## src/rtl/gpio_in_conditioner_pkg.sv

```systemverilog
// -----------------------------------------------------------------------------
// gpio_in_pkg
//   Shared definitions for the GPIO input conditioner: parameter defaults,
//   the per-channel debounce state record, the Sonata switch polarity mask
//   and a helper that clamps the shared debounce limit.
//
//   No ports (package).
// -----------------------------------------------------------------------------
package gpio_in_pkg;

    // Parameter defaults used by the top level, the channel and the interface.
    localparam int unsigned DefNumCh      = 16;
    localparam int unsigned DefCntWidth   = 16;
    localparam int unsigned DefSyncStages = 2;
    localparam logic [DefNumCh-1:0] DefInvertMask = '0;

    // Polarity mask for the Sonata board inputs. The nav/user/sel switches and
    // the mikroBUS INT line are all active-low, so every channel is inverted.
    localparam logic [DefNumCh-1:0] SonataSwInvertMask = 16'hFFFF;

    // Counters are carried at this width internally; a channel masks its
    // counter down to its own CntWidth so the unused upper bits stay zero
    // and synthesise away.
    localparam int unsigned MaxCntWidth = 32;

    typedef logic [MaxCntWidth-1:0] cnt_t;

    // Per-channel debounce state: run length of differing samples and the
    // currently accepted (debounced) level.
    typedef struct packed {
        cnt_t cnt;
        logic data;
    } ch_state_t;

    // A limit of zero behaves like one: the fastest possible response.
    function automatic cnt_t eff_limit(input cnt_t limit);
        return (limit == '0) ? cnt_t'(1) : limit;
    endfunction

endpackage : gpio_in_pkg

```

## src/rtl/gpio_in_conditioner_if.sv

```systemverilog
// -----------------------------------------------------------------------------
// gpio_in_conditioner_if
//   Bundles the pin, configuration and status signals of the GPIO input
//   conditioner. The conditioner sits on the slave modport; whatever drives
//   the pins and configuration (system glue or a testbench) uses master.
//
//   Signals (NumCh wide unless noted):
//     pins_i         raw asynchronous pin levels
//     ch_en_i        per-channel enable
//     db_limit_i     debounce time in cycles, CntWidth wide, shared
//     rise_irq_en_i  interrupt on debounced 0->1
//     fall_irq_en_i  interrupt on debounced 1->0
//     irq_clear_i    write-1-to-clear pulse for irq_status_o
//     data_o         debounced, polarity-corrected level
//     rise_o/fall_o  one-cycle pulses on debounced edges
//     irq_status_o   sticky per-channel interrupt status
//     irq_o          1 bit, OR of irq_status_o
// -----------------------------------------------------------------------------
interface gpio_in_conditioner_if
    import gpio_in_pkg::*;
#(
    parameter int unsigned NumCh    = DefNumCh,
    parameter int unsigned CntWidth = DefCntWidth
);

    logic [NumCh-1:0]    pins_i;
    logic [NumCh-1:0]    ch_en_i;
    logic [CntWidth-1:0] db_limit_i;
    logic [NumCh-1:0]    rise_irq_en_i;
    logic [NumCh-1:0]    fall_irq_en_i;
    logic [NumCh-1:0]    irq_clear_i;
    logic [NumCh-1:0]    data_o;
    logic [NumCh-1:0]    rise_o;
    logic [NumCh-1:0]    fall_o;
    logic [NumCh-1:0]    irq_status_o;
    logic                irq_o;

    modport master (
        output pins_i,
        output ch_en_i,
        output db_limit_i,
        output rise_irq_en_i,
        output fall_irq_en_i,
        output irq_clear_i,
        input  data_o,
        input  rise_o,
        input  fall_o,
        input  irq_status_o,
        input  irq_o
    );

    modport slave (
        input  pins_i,
        input  ch_en_i,
        input  db_limit_i,
        input  rise_irq_en_i,
        input  fall_irq_en_i,
        input  irq_clear_i,
        output data_o,
        output rise_o,
        output fall_o,
        output irq_status_o,
        output irq_o
    );

endinterface : gpio_in_conditioner_if

```

## src/rtl/gpio_in_conditioner_ch.sv

```systemverilog
// -----------------------------------------------------------------------------
// gpio_in_conditioner_ch
//   One input channel: synchroniser chain, polarity correction, debounce
//   counter, registered edge pulses and a sticky interrupt bit.
//
//   Ports:
//     clk_i, rst_i     clock, synchronous active-high reset
//     pin_i            raw asynchronous pin level
//     en_i             channel enable
//     limit_i          effective debounce limit (already clamped to >= 1)
//     rise_irq_en_i    interrupt on debounced rising edge
//     fall_irq_en_i    interrupt on debounced falling edge
//     irq_clear_i      clears irq_status_o (a simultaneous set wins)
//     data_o           debounced level
//     rise_o, fall_o   one-cycle pulses, first cycle of a new data_o value
//     irq_status_o     sticky interrupt status
// -----------------------------------------------------------------------------
module gpio_in_conditioner_ch
    import gpio_in_pkg::*;
#(
    parameter int unsigned CntWidth   = DefCntWidth,
    parameter int unsigned SyncStages = DefSyncStages,
    parameter logic        Invert     = 1'b0
) (
    input  logic clk_i,
    input  logic rst_i,
    input  logic pin_i,
    input  logic en_i,
    input  cnt_t limit_i,
    input  logic rise_irq_en_i,
    input  logic fall_irq_en_i,
    input  logic irq_clear_i,
    output logic data_o,
    output logic rise_o,
    output logic fall_o,
    output logic irq_status_o
);

    // Keeps the counter within CntWidth bits even though it is carried wider.
    localparam cnt_t CntMask = cnt_t'({MaxCntWidth{1'b1}} >> (MaxCntWidth - CntWidth));

    logic [SyncStages-1:0] sync_q, sync_d;
    ch_state_t             state_q, state_d;
    logic                  rise_q, rise_d;
    logic                  fall_q, fall_d;
    logic                  irq_q, irq_d;

    logic                  cond;
    logic [MaxCntWidth:0]  cnt_inc;
    logic                  irq_set;

    // Synchroniser runs regardless of enable so a re-enabled channel sees
    // the current pin level immediately.
    always_comb begin
        sync_d = {sync_q[SyncStages-2:0], pin_i};
    end

    assign cond = sync_q[SyncStages-1] ^ Invert;

    // One bit wider than the counter so the increment can never wrap before
    // it is compared with the limit.
    assign cnt_inc = {1'b0, state_q.cnt} + (MaxCntWidth + 1)'(1);

    // NOTE: every combinational output gets a default at the top of the
    // block, so no path leaves a value unassigned and no latch is inferred.
    always_comb begin
        state_d = state_q;
        rise_d  = 1'b0;
        fall_d  = 1'b0;

        if (!en_i) begin
            // Disabled: level frozen, count held at zero, no pulses.
            state_d.cnt = '0;
        end else if (cond == state_q.data) begin
            state_d.cnt = '0;
        end else if (cnt_inc >= {1'b0, limit_i}) begin
            // >= rather than == so a limit lowered below the running count
            // still takes effect on the next differing cycle.
            state_d.data = cond;
            state_d.cnt  = '0;
            rise_d       = cond;
            fall_d       = ~cond;
        end else begin
            state_d.cnt = cnt_inc[MaxCntWidth-1:0] & CntMask;
        end
    end

    // Set is evaluated after clear so a coincident set wins.
    always_comb begin
        irq_set = en_i & ((rise_q & rise_irq_en_i) | (fall_q & fall_irq_en_i));
        irq_d   = (irq_q & ~irq_clear_i) | irq_set;
    end

    // NOTE: sequential state uses non-blocking assignments so every flop
    // samples the pre-edge values, independent of statement order.
    always_ff @(posedge clk_i) begin
        // NOTE: reset is synchronous; the sync flops reset to the inactive
        // pin level so the conditioned value starts at 0 and releasing reset
        // never looks like an edge.
        if (rst_i) begin
            sync_q  <= {SyncStages{Invert}};
            state_q <= '0;
            rise_q  <= 1'b0;
            fall_q  <= 1'b0;
            irq_q   <= 1'b0;
        end else begin
            sync_q  <= sync_d;
            state_q <= state_d;
            rise_q  <= rise_d;
            fall_q  <= fall_d;
            irq_q   <= irq_d;
        end
    end

    assign data_o       = state_q.data;
    assign rise_o       = rise_q;
    assign fall_o       = fall_q;
    assign irq_status_o = irq_q;

endmodule : gpio_in_conditioner_ch

```

## src/rtl/gpio_in_conditioner.sv

```systemverilog
// -----------------------------------------------------------------------------
// gpio_in_conditioner
//   Input conditioner for board switches, joystick and interrupt pins. Each
//   channel is synchronised, polarity-corrected, debounced, edge-detected and
//   can raise a sticky interrupt. Feeds gp_i in sonata_system.
//
//   Ports:
//     clk_i   system clock (clk_sys)
//     rst_i   synchronous, active-high reset
//     bus     gpio_in_conditioner_if.slave: pins, enables, debounce limit,
//             interrupt enables/clears in; debounced data, edge pulses,
//             interrupt status and irq_o out
// -----------------------------------------------------------------------------
module gpio_in_conditioner
    import gpio_in_pkg::*;
#(
    parameter int unsigned      NumCh      = DefNumCh,
    parameter int unsigned      CntWidth   = DefCntWidth,
    parameter int unsigned      SyncStages = DefSyncStages,
    parameter logic [NumCh-1:0] InvertMask = '0
) (
    input  logic                  clk_i,
    input  logic                  rst_i,
    gpio_in_conditioner_if.slave  bus
);

    cnt_t             limit;
    logic [NumCh-1:0] data;
    logic [NumCh-1:0] rise;
    logic [NumCh-1:0] fall;
    logic [NumCh-1:0] irq_status;

    // The limit is shared, so clamp it once here rather than per channel.
    assign limit = eff_limit(cnt_t'(bus.db_limit_i));

    for (genvar g = 0; g < NumCh; g++) begin : g_ch
        gpio_in_conditioner_ch #(
            .CntWidth   (CntWidth),
            .SyncStages (SyncStages),
            .Invert     (InvertMask[g])
        ) u_ch (
            .clk_i         (clk_i),
            .rst_i         (rst_i),
            .pin_i         (bus.pins_i[g]),
            .en_i          (bus.ch_en_i[g]),
            .limit_i       (limit),
            .rise_irq_en_i (bus.rise_irq_en_i[g]),
            .fall_irq_en_i (bus.fall_irq_en_i[g]),
            .irq_clear_i   (bus.irq_clear_i[g]),
            .data_o        (data[g]),
            .rise_o        (rise[g]),
            .fall_o        (fall[g]),
            .irq_status_o  (irq_status[g])
        );
    end

    assign bus.data_o       = data;
    assign bus.rise_o       = rise;
    assign bus.fall_o       = fall;
    assign bus.irq_status_o = irq_status;

    // OR of registered bits only, so the line cannot glitch.
    assign bus.irq_o = |irq_status;

endmodule : gpio_in_conditioner

```

## src/flat_wrapper.sv

```systemverilog
// flat-port wrapper written by rule: the top's interface ports become plain ports
module gpio_in_conditioner_flat import gpio_in_pkg::*;
#(
    parameter int unsigned      NumCh      = DefNumCh,
    parameter int unsigned      CntWidth   = DefCntWidth,
    parameter int unsigned      SyncStages = DefSyncStages,
    parameter logic [NumCh-1:0] InvertMask = '0
)
  (clk_i, rst_i, bus_pins_i, bus_ch_en_i, bus_db_limit_i, bus_rise_irq_en_i, bus_fall_irq_en_i, bus_irq_clear_i, bus_data_o, bus_rise_o, bus_fall_o, bus_irq_status_o, bus_irq_o);
  gpio_in_conditioner_if #(.NumCh(NumCh), .CntWidth(CntWidth)) bus_i ();
  input  logic clk_i;
  input  logic rst_i;
  input wire logic [$bits(bus_i.pins_i)-1:0] bus_pins_i;
  input wire logic [$bits(bus_i.ch_en_i)-1:0] bus_ch_en_i;
  input wire logic [$bits(bus_i.db_limit_i)-1:0] bus_db_limit_i;
  input wire logic [$bits(bus_i.rise_irq_en_i)-1:0] bus_rise_irq_en_i;
  input wire logic [$bits(bus_i.fall_irq_en_i)-1:0] bus_fall_irq_en_i;
  input wire logic [$bits(bus_i.irq_clear_i)-1:0] bus_irq_clear_i;
  output wire logic [$bits(bus_i.data_o)-1:0] bus_data_o;
  output wire logic [$bits(bus_i.rise_o)-1:0] bus_rise_o;
  output wire logic [$bits(bus_i.fall_o)-1:0] bus_fall_o;
  output wire logic [$bits(bus_i.irq_status_o)-1:0] bus_irq_status_o;
  output wire logic [$bits(bus_i.irq_o)-1:0] bus_irq_o;
  assign bus_i.pins_i = bus_pins_i;
  assign bus_i.ch_en_i = bus_ch_en_i;
  assign bus_i.db_limit_i = bus_db_limit_i;
  assign bus_i.rise_irq_en_i = bus_rise_irq_en_i;
  assign bus_i.fall_irq_en_i = bus_fall_irq_en_i;
  assign bus_i.irq_clear_i = bus_irq_clear_i;
  assign bus_data_o = bus_i.data_o;
  assign bus_rise_o = bus_i.rise_o;
  assign bus_fall_o = bus_i.fall_o;
  assign bus_irq_status_o = bus_i.irq_status_o;
  assign bus_irq_o = bus_i.irq_o;
  gpio_in_conditioner #(.NumCh(NumCh), .CntWidth(CntWidth), .SyncStages(SyncStages), .InvertMask(InvertMask)) u_core (.clk_i(clk_i), .rst_i(rst_i), .bus(bus_i));
endmodule
```

## config.mk

```make
export PLATFORM = sky130hd
export DESIGN_NAME = gpio_in_conditioner_flat
export DESIGN_NICKNAME = d
export VERILOG_FILES = /design/src/rtl/gpio_in_conditioner_pkg.sv /design/src/rtl/gpio_in_conditioner_if.sv /design/src/rtl/gpio_in_conditioner_ch.sv /design/src/rtl/gpio_in_conditioner.sv /design/src/flat_wrapper.sv
export SDC_FILE = /design/constraint.sdc
export NUM_CORES = 1
export LEC_CHECK = 0
export ABC_AREA = 1
export BUFFER_PORTS_ARGS = -buffer_cell sky130_fd_sc_hd__buf_2
export CORE_MARGIN = 5
export CORE_UTILIZATION = 50
export CTS_BUF_LIST = sky130_fd_sc_hd__clkbuf_8
export DETAILED_ROUTE_END_ITERATION = 6
export PLACE_DENSITY = 0.76
export SLEW_MARGIN = 15
export SYNTH_ARGS = -nofsm -noshare
export SYNTH_HDL_FRONTEND = slang
export SYNTH_SLANG_ARGS = --single-unit
```

## constraint.sdc

```tcl
create_clock -name clk_i -period 6.5 [get_ports clk_i]
set_input_delay 1.3 -clock clk_i [delete_from_list [all_inputs] [get_ports clk_i]]
set_output_delay 1.3 -clock clk_i [all_outputs]
set_load 0.1 [all_outputs]
```

After elaboration in Yosys (flattened, before gate mapping)
Index checks and enable logic that the tools add are counted.
{"block": "totals", "mem_count": 0, "romBits": 0, "wordCells": 403, "ff_bits": 608, "ram_bits": 0, "inputBits": 98, "latchBits": 0}
{"block": "op_classes", "magnitude_cmp": 16, "bitwise_logic": 176, "n_reduce_logical": 66, "eq_ne": 16, "add_sub_neg": 16, "n_mux": 1, "div_mod_pow": 0, "shifts": 0, "n_mul": 0}
{"cell": "$add A32 B1 Y33 const B", "count": 16}
{"cell": "$ge A33 B32 Y1", "count": 16}
{"cell": "$reduce_or A4 Y1", "count": 32}
{"cell": "$not A1 Y1", "count": 80}
{"cell": "$and A1 B1 Y1", "count": 64}
{"cell": "$reduce_and A3 Y1", "count": 16}
{"cell": "$reduce_or A3 Y1", "count": 16}
{"cell": "$or A1 B1 Y1", "count": 32}
{"cell": "$eq A1 B1 Y1", "count": 16}
{"cell": "$logic_not A16 Y1", "count": 1}
{"cell": "$mux W16", "count": 1}
{"cell": "$reduce_or A16 Y1", "count": 1}

Depth between registers and ports, before layout
Gate-level depths: netlist of run 1.
{"block": "logic_depth", "depth_word": 5, "mapped_depth": 23}

By module
From an unflattened synthesis of run 1, not the netlist that was laid out.
{"block": "unflattened", "hier_cells": 3883, "area_unflattened_um2": 25588.3}
{"mod": "gpio_in_conditioner_ch at u_core.g_ch[0].u_ch ...", "n_inst": 15, "seq_area_each_um2": 440.4, "area_each_um2": 1581.5, "cells_per_inst": 239}
{"mod": "gpio_in_conditioner_ch at u_core.g_ch[9].u_ch", "n_inst": 1, "seq_area_each_um2": 440.4, "area_each_um2": 1685.4, "cells_per_inst": 250}
{"mod": "gpio_in_conditioner", "n_inst": 1, "seq_area_each_um2": 0.0, "area_each_um2": 180.2, "cells_per_inst": 48}

Least setup slack after synthesis of run 1
Ideal clock, no wire load.
{"block": "synth_timing", "path_type": "input -> register", "from": "input bus_db_limit_i[9]", "to": "register u_core.g_ch[2].u_ch.state_q[4] (netlist name)", "required_ns": 6.436, "setup_ns": 0.064, "n_path_buf": 1, "path_stages": 10, "arrival_ns": 3.291, "setup_slack_ns": 3.145, "cell_sequence": "nor4_1 -> a41o_1 -> ha_1 -> nand2_1 -> nor2_1 -> a31o_2 -> a21oi_1 -> nand4_1 -> buf_4 -> nor2_1"}
{"block": "synth_between", "elab_chain_cells": 4}
{"element": "from (decl)", "line": "flat_wrapper.sv:15", "source": "input wire logic [$bits(bus_i.db_limit_i)-1:0] bus_db_limit_i;"}
{"element": "$logic_not A16 Y1", "line": "gpio_in_conditioner_pkg.sv:37", "source": "return (limit == '0) ? cnt_t'(1) : limit;"}
{"element": "$mux W16 (*)", "line": "gpio_in_conditioner_pkg.sv:37"}
{"element": "$ge A33 B32 Y1 (*)", "line": "gpio_in_conditioner_ch.sv:76", "source": "end else if (cnt_inc >= {1'b0, limit_i}) begin"}
{"element": "$reduce_or A4 Y1 (no line) (*)"}
{"element": "to (signal assigned)", "line": "gpio_in_conditioner_ch.sv:108", "source": "state_q <= state_d;"}
{"element": "to (decl)", "line": "gpio_in_conditioner_ch.sv:43", "source": "ch_state_t state_q, state_d;"}
Mark *: on every way between the ends. The rest lies on a longest branch, timed or not.
A chain may end at the register's enable or synchronous reset.

Worst setup path after layout of run 1
{"block": "layout_timing", "from": "register u_core.g_ch[10].u_ch.state_q[1] (netlist name)", "to": "register u_core.g_ch[10].u_ch.state_q[1] (netlist name)"}
{"block": "layout_between", "elab_chain_cells": 3}
{"element": "from (decl)", "line": "gpio_in_conditioner_ch.sv:43"}
{"element": "from (signal assigned)", "line": "gpio_in_conditioner_ch.sv:108"}
{"element": "$add A32 B1 Y33", "line": "gpio_in_conditioner_ch.sv:62", "source": "assign cnt_inc = {1'b0, state_q.cnt} + (MaxCntWidth + 1)'(1);"}
{"element": "named net u_core.g_ch[10].u_ch.cnt_inc[15]", "line": "gpio_in_conditioner_ch.sv:49", "source": "logic [MaxCntWidth:0] cnt_inc;"}
{"element": "$ge A33 B32 Y1", "line": "gpio_in_conditioner_ch.sv:76"}
{"element": "$reduce_or A4 Y1 (no line)"}
The timed path passes the listed nets, and every way through them passes these cells.

==> results.sh, run 1 <==
export IMPL_postCtsSetupBuffers=0
export IMPL_die_w_um=222
export IMPL_maxCapViolCount=0
export IMPL_r2r_end="u_core.g_ch[10].u_ch.state_q[1]"
export IMPL_setup_worst_path_start_class="flop"
export IMPL_seq_area_frac_synth_pct=31.5
export IMPL_p_int_mw=3.47
export IMPL_powerDensity_nw_per_um2=186
export IMPL_hold_path_class="flop to flop"
export IMPL_timing_final_crit_share_pct=60.0
export IMPL_r2r_start="u_core.g_ch[10].u_ch.state_q[1]"
export IMPL_path_cells="nand3_1, nor2_1, inv_1, nor3_1, nand3_1, nor3_1, xnor2_1, inv_1, ha_1, nand4_1, nor4_1, nand2_1, nand3_2, or2_1, nor2_1"
export IMPL_cp_required_ns=7.00
export IMPL_min_from="u_core.g_ch[7].u_ch.sync_q[0]"
export IMPL_p_total_mw=4.58
export IMPL_path_class="flop to flop"
export IMPL_post_layout_nonfiller_instances=3887
export IMPL_path_clk_slew_ns=0.06
export IMPL_crit_arrival_ns=4.40
export IMPL_cts_htree_levels=2
export IMPL_cts_buffers=60
export IMPL_dr_pass1_iters=5
export IMPL_die_h_um=222
export IMPL_relSlewSlack_pct=21.6
export IMPL_io_pins=163
export IMPL_post_route_util_pct=55.9
export IMPL_hold_violations=0
export IMPL_cpPeakStageDelay_ns=0.87
export IMPL_num_rows=77
export IMPL_placed_cell_area_um2=23400
export IMPL_synthCells=3097
export IMPL_drc_errors=0
export IMPL_status="completed"
export IMPL_post_cts_resized=0
export IMPL_p_seq_share_pct=47.5
export IMPL_hpwl_um=37300
export IMPL_place_ws_ns=2.26
export IMPL_final_min_clock_period_ns=3.90
export IMPL_cp_startpoint="u_core.g_ch[10].u_ch.state_q[1]"
export IMPL_r2r_cells=15
export IMPL_design_area_um2=24700
export IMPL_clk_latency_ns=0.67
export IMPL_combPwrFrac_pct=5.7
export IMPL_ant_nets=0
export IMPL_cts_hold_buf=0
export IMPL_wl_per_cell_um=13.2
export IMPL_grt_max_degree=39
export IMPL_cts_tree="yes"
export IMPL_synth_nets=3467
export IMPL_drive_above_1_share_pct=10.2
export IMPL_hold_path_depth=2
export IMPL_finalSetupTns_ns=0
export IMPL_switching_share_pct=24.3
export IMPL_yosysUniqueCellTypes=49
export IMPL_area_delta_synth_final_pct=10.3
export IMPL_hold_ws_ns=0.389
export IMPL_timing_fmax_mhz=256
export IMPL_place_congestion=0.863
export IMPL_critPathMaxFanout=16
export IMPL_clkSinkCount=352
export IMPL_ctsLongestPathBuffers=3
export IMPL_io_buffers=162
export IMPL_vias_per_cell=4.88
export IMPL_die_area_um2=49100
export IMPL_leakage_nw=12.2
export IMPL_vias=19000
export IMPL_fin_worst_skew_ns=0.0348
export IMPL_place_inst=3776
export IMPL_antenna_found_initial=1
export IMPL_fin_ws_ns=2.60
export IMPL_cp_top_family="simple AND/OR/NAND/NOR gates"
export IMPL_r2r_setup_slack_ns=2.60
export IMPL_root_buffer="clkbuf_8"
export IMPL_routed_wl_um=51400
export IMPL_drt_iter0_markers=941
export IMPL_p_clk_share_pct=46.8
export IMPL_start_util_pct=50.6
export IMPL_synth_seq_cells=352
export IMPL_ir_worst_vdd_mv=0.151
export IMPL_core_um2=44200
export IMPL_track_usage_pct=20.3
export IMPL_ys_warnings_count=0
export IMPL_slew_viol_final=0
export IMPL_grt_pass1_wl_um=84000
export IMPL_power_switching_mw=1.11
export IMPL_tightest_slew_ns=1.18
export IMPL_endpoint_kind="flop"
export IMPL_gr_total_overflow=0
export IMPL_cp_slowest_cell="or2_1"
export IMPL_synth_avg_cell_area_um2=7.23
export IMPL_crit_buf_inv=2
export IMPL_rsz0062_at_grt="no"
export IMPL_min_to="u_core.g_ch[7].u_ch.sync_q[1]"
export IMPL_grt_pass1_vias=17900
export IMPL_nets=3616
export IMPL_setup_viol=0
export IMPL_synth_area_um2=22400
[sequential cells by signal, summed over array words and instances, names as in the netlist]
signal and flops:
u_core.g_ch.u_ch.state_q 256, u_core.g_ch.u_ch.data_o 16, u_core.g_ch.u_ch.sync_q 32, u_core.g_ch.u_ch.rise_o 16, u_core.g_ch.u_ch.irq_status_o 16, u_core.g_ch.u_ch.fall_o 16
[cell families after synthesis]
kind of cell | synth area share, %
adder cells (fa/ha/maj) | 15.2
flip-flops | 31.5
XOR/XNOR | 7.63
AO/OA/AOI/OAI | 5.70
buffers and inverters | 13.1
AND/OR/NAND/NOR | 26.9
[power by group through the flow]
stage / Clock, mW / Combinational [mW] / Sequential (mW)
floorplan: 0 / 0.151 / 2.22
global placement: 0 / 0.255 / 2.22
detailed placement: 0 / 0.259 / 2.22
CTS: 2.20 / 0.261 / 2.18
global route: 2.31 / 0.296 / 2.17
finish: 2.15 / 0.261 / 2.18
[Yosys cell counts, drive strengths merged]
library cell	n	area share, %
inv	600	10
nor2	520	9.5
nand2	495	8.4
dfxtp	352	31
ha	272	15
xor2	153	6.0
a21oi	143	3.2
nand3	120	2.8
nand4	92	2.6
buf	86	2.9
nor3	58	1.3
xnor2	42	1.6
o21ai	41	0.92
nor4	20	0.59
a22o	16	0.63
nand3b	12	0.42
and2	10	0.28
or2	9	0.25
o21bai	8	0.27
and3	7	0.20
nor2b	7	0.20
nor3b	7	0.26
clkbuf	5	0.084
o211ai	5	0.17
a31o	4	0.16
a31oi	4	0.11
a21o	3	0.10
o21a	2	0.067
a41o	1	0.045
a41oi	1	0.039
and3b	1	0.039
nor4b	1	0.039
[layout make-up]
cell class | instances | area, um^2
Antenna cell | 1 | 2.50
Multi-Input combinational cell | 2054 | 12400
Clock buffer | 80 | 1100
Timing Repair Buffer | 178 | 931
Sequential cell | 352 | 7050
Tap cell | 592 | 741
Clock inverter | 30 | 215
Fill cell | 4215 | 19500
Inverter | 600 | 2250
[placed cells by master, fill, tap and decap left out, types with 6 or more instances in the layout]
master / count
nand2_1: 489
ha_1: 272
dfxtp_1: 352
nor2_1: 492
nand3b_1: 11
nor2_4: 23
a22o_1: 16
and3_1: 7
nor3b_1: 6
nor3_1: 56
nand3_1: 116
xor2_1: 153
nand4_1: 91
nor4_1: 19
buf_4: 16
clkinv_2: 13
or2_2: 7
inv_1: 607
o21bai_1: 8
xnor2_1: 42
buf_2: 162
o21ai_0: 41
a21oi_1: 143
clkbuf_8: 80
nor2b_1: 7
and2_1: 10
[metal layers]
metal | vias to the layer above | GRT usage (%) | part of all wire [%]
met5 | - | 0 | 0.029
met3 | 86 | 4.83 | 6.4
li1 | 10000 | - | -
met1 | 8433 | 27.1 | 48
met2 | 413 | 33.2 | 43
met4 | 2 | 5.51 | 2.4
[tightest hold or removal path, cell delays in order, from the launching register on]
cell and delay (ns):
dfxtp_1 0.29, inv_1 0.04, nor2_1 0.03
[worst max path at each step]
stage                                 endpoint  depth (start not counted)
3_3_place_gp   u_core.g_ch[10].u_ch.state_q[1]                         10
3_5_place_dp   u_core.g_ch[10].u_ch.state_q[3]                         10
6_report       u_core.g_ch[10].u_ch.state_q[1]                         15
5_1_grt        u_core.g_ch[10].u_ch.state_q[5]                         15
4_1_cts        u_core.g_ch[10].u_ch.state_q[1]                         15
2_1_floorplan   u_core.g_ch[2].u_ch.state_q[4]                         10
(Power assumes the default switching activity.)
==> run 2, diff against run 1 <==
==> constraint.sdc (replaced) <==
create_clock -name clk_i -period 4.08 [get_ports clk_i]
set_input_delay 0.816 -clock clk_i [delete_from_list [all_inputs] [get_ports clk_i]]
set_output_delay 0.816 -clock clk_i [all_outputs]
set_load 0.1 [all_outputs]
==> run 2 against run 1 <==
Against the previous run: die area unchanged; total power increased by 56%; sequential power is 59% higher; core utilization grew 0.10 points; clock power is 50% higher; wire length increased by 3.0%; register-to-register slack got worse by 2.0 ns; cell area grew 0.19%; final cell count up 0.36%; highest routed layer is now met4.
==> results.sh, run 2 (same netlist as run 1, synthesis figures left out) <==
export IMPL_dr_pass1_iters=6
export IMPL_nFillCells=4132
export IMPL_hpwl_um=38500
export IMPL_cp_top_family="simple AND/OR/NAND/NOR gates"
export IMPL_routed_wl_um=52900
export IMPL_layout_common_cells="inv_1 (610), nor2_1 (492), nand2_1 (489)"
export IMPL_post_cts_resized=0
export IMPL_die_h_um=222
export IMPL_status="completed"
export IMPL_drt_iter0_markers=996
export IMPL_track_usage_pct=21.0
export IMPL_setup_viol=0
export IMPL_path_clk_slew_ns=0.06
export IMPL_clk_latency_ns=0.67
export IMPL_ir_worst_vdd_mv=0.232
export IMPL_relSlewSlack_pct=38.0
export IMPL_finalSetupTns_ns=0
export IMPL_endpoint_kind="flop"
export IMPL_vias=19100
export IMPL_setup_worst_path_start_class="flop"
export IMPL_root_buffer="clkbuf_8"
export IMPL_cts_buffers=60
export IMPL_drc_errors=0
export IMPL_fin_ws_ns=0.562
export IMPL_reg_largest_list="u_core.g_ch.u_ch.state_q x256, u_core.g_ch.u_ch.sync_q x32"
export IMPL_grt_max_degree=54
export IMPL_cts_htree_levels=2
export IMPL_ant_nets=0
export IMPL_hold_violations=0
export IMPL_clkSinkCount=352
export IMPL_slew_viol_final=0
export IMPL_hold_path_class="input pin to flop"
export IMPL_place_ws_ns=0.552
export IMPL_nets=3635
export IMPL_powerDensity_nw_per_um2=288
export IMPL_final_min_clock_period_ns=3.52
export IMPL_leakage_nw=12.3
export IMPL_path_cells="nand3_1, nor2_1, inv_1, nor3_1, nand3_1, nor3_1, xnor2_1, inv_1, ha_1, nand4_1, nor4_1, nand2_1, nand3_2, or2_1, buf_4, nor2_1"
export IMPL_cp_slowest_cell="dfxtp_1"
export IMPL_regMostFlops="u_core.g_ch.u_ch.state_q"
export IMPL_wl_per_cell_um=13.6
export IMPL_largest_register_ffs=256
export IMPL_start_util_pct=50.6
export IMPL_path_class="flop to flop"
export IMPL_timing_final_crit_share_pct=86.2
export IMPL_crit_buf_inv=3
export IMPL_cts_hold_buf=0
export IMPL_cp_required_ns=4.62
export IMPL_timing_fmax_mhz=284
export IMPL_fin_worst_skew_ns=0.0226
export IMPL_gr_total_overflow=0
export IMPL_place_congestion=0.865
export IMPL_die_area_um2=49100
export IMPL_grt_pass1_vias=17900
export IMPL_ctsLongestPathBuffers=3
export IMPL_vias_per_cell=4.89
export IMPL_postCtsSetupBuffers=0
export IMPL_place_inst=3795
export IMPL_seqCellArea_um2=7050
export IMPL_post_layout_nonfiller_instances=3901
export IMPL_cts_tree="yes"
export IMPL_core_um2=44200
export IMPL_grt_pass1_wl_um=86700
export IMPL_maxCapViolCount=0
export IMPL_multiInputGateArea_um2=12400
export IMPL_critPathMaxFanout=16
export IMPL_cpPeakStageDelay_ns=0.40
export IMPL_antenna_found_initial=1
export IMPL_rsz0062_at_grt="no"
export IMPL_tightest_slew_ns=0.929
export IMPL_io_pins=163
export IMPL_io_buffers=162
export IMPL_area_delta_synth_final_pct=10.6
export IMPL_die_w_um=222
export IMPL_crit_arrival_ns=4.05
export IMPL_layout_commonest_cell="inv_1"
export IMPL_drive_above_1_share_pct=10.5
export IMPL_num_rows=77
==> run 2: metrics by stage <==
stage                     hold WS (ns)  cell area [um^2]  power [mW]  utilization (%)
after global placement           0.389             23500        3.97             53.2
after detailed placement         0.395             23500        3.97             53.2
after floorplan                  0.388             22400        3.78                -
after CTS                        0.306             24700        7.22             56.0
final                            0.354             24700        7.13             56.0
after global routing             0.306             24700        7.44             56.0
==> run 2: where the power goes <==
part	internal, mW	leakage (nW)	total [mW]	switching [mW]
logic	0.148	8.73	0.438	0.290
registers	3.46	2.84	3.47	0.00999
clock network	1.74	0.694	3.23	1.49
==> run 2: routing by layer <==
metal  wire, um  GRT usage [%]
met3       3000           3.87
met2      22800           33.7
met1      26100           29.5
met5          0              0
met4        984           4.71
==> run 2: final cells by class <==
class                   count  area share, %
diodes                      1         0.0101
well taps                 592           2.99
multi-input cells        2054           50.2
inverters                 600           9.10
repair buffers            197           4.39
clock inverters            32          0.819
flip-flops and latches    352           28.5
clock buffers              73           4.06
==> run 2: final timing paths <==
path                                        start                               to  slack (ns)  cells past startpoint
setup / recovery  u_core.g_ch[10].u_ch.state_q[1]  u_core.g_ch[10].u_ch.state_q[5]        0.56                     16
hold / removal                      bus_pins_i[3]    u_core.g_ch[3].u_ch.sync_q[0]        0.35                      3
setup reg to reg  u_core.g_ch[10].u_ch.state_q[1]  u_core.g_ch[10].u_ch.state_q[5]        0.56                     16
hold reg to reg    u_core.g_ch[13].u_ch.sync_q[0]   u_core.g_ch[13].u_ch.sync_q[1]        0.40                      2
==> run 2: worst reg2reg max path: cells and delay by family, from the launching register on <==
family	cells	cell delay (ns)
xor+xnor	1	0.23
flops	1	0.40
simple gates	11	1.88
buf+inv	3	0.51
fa+ha+maj	1	0.37
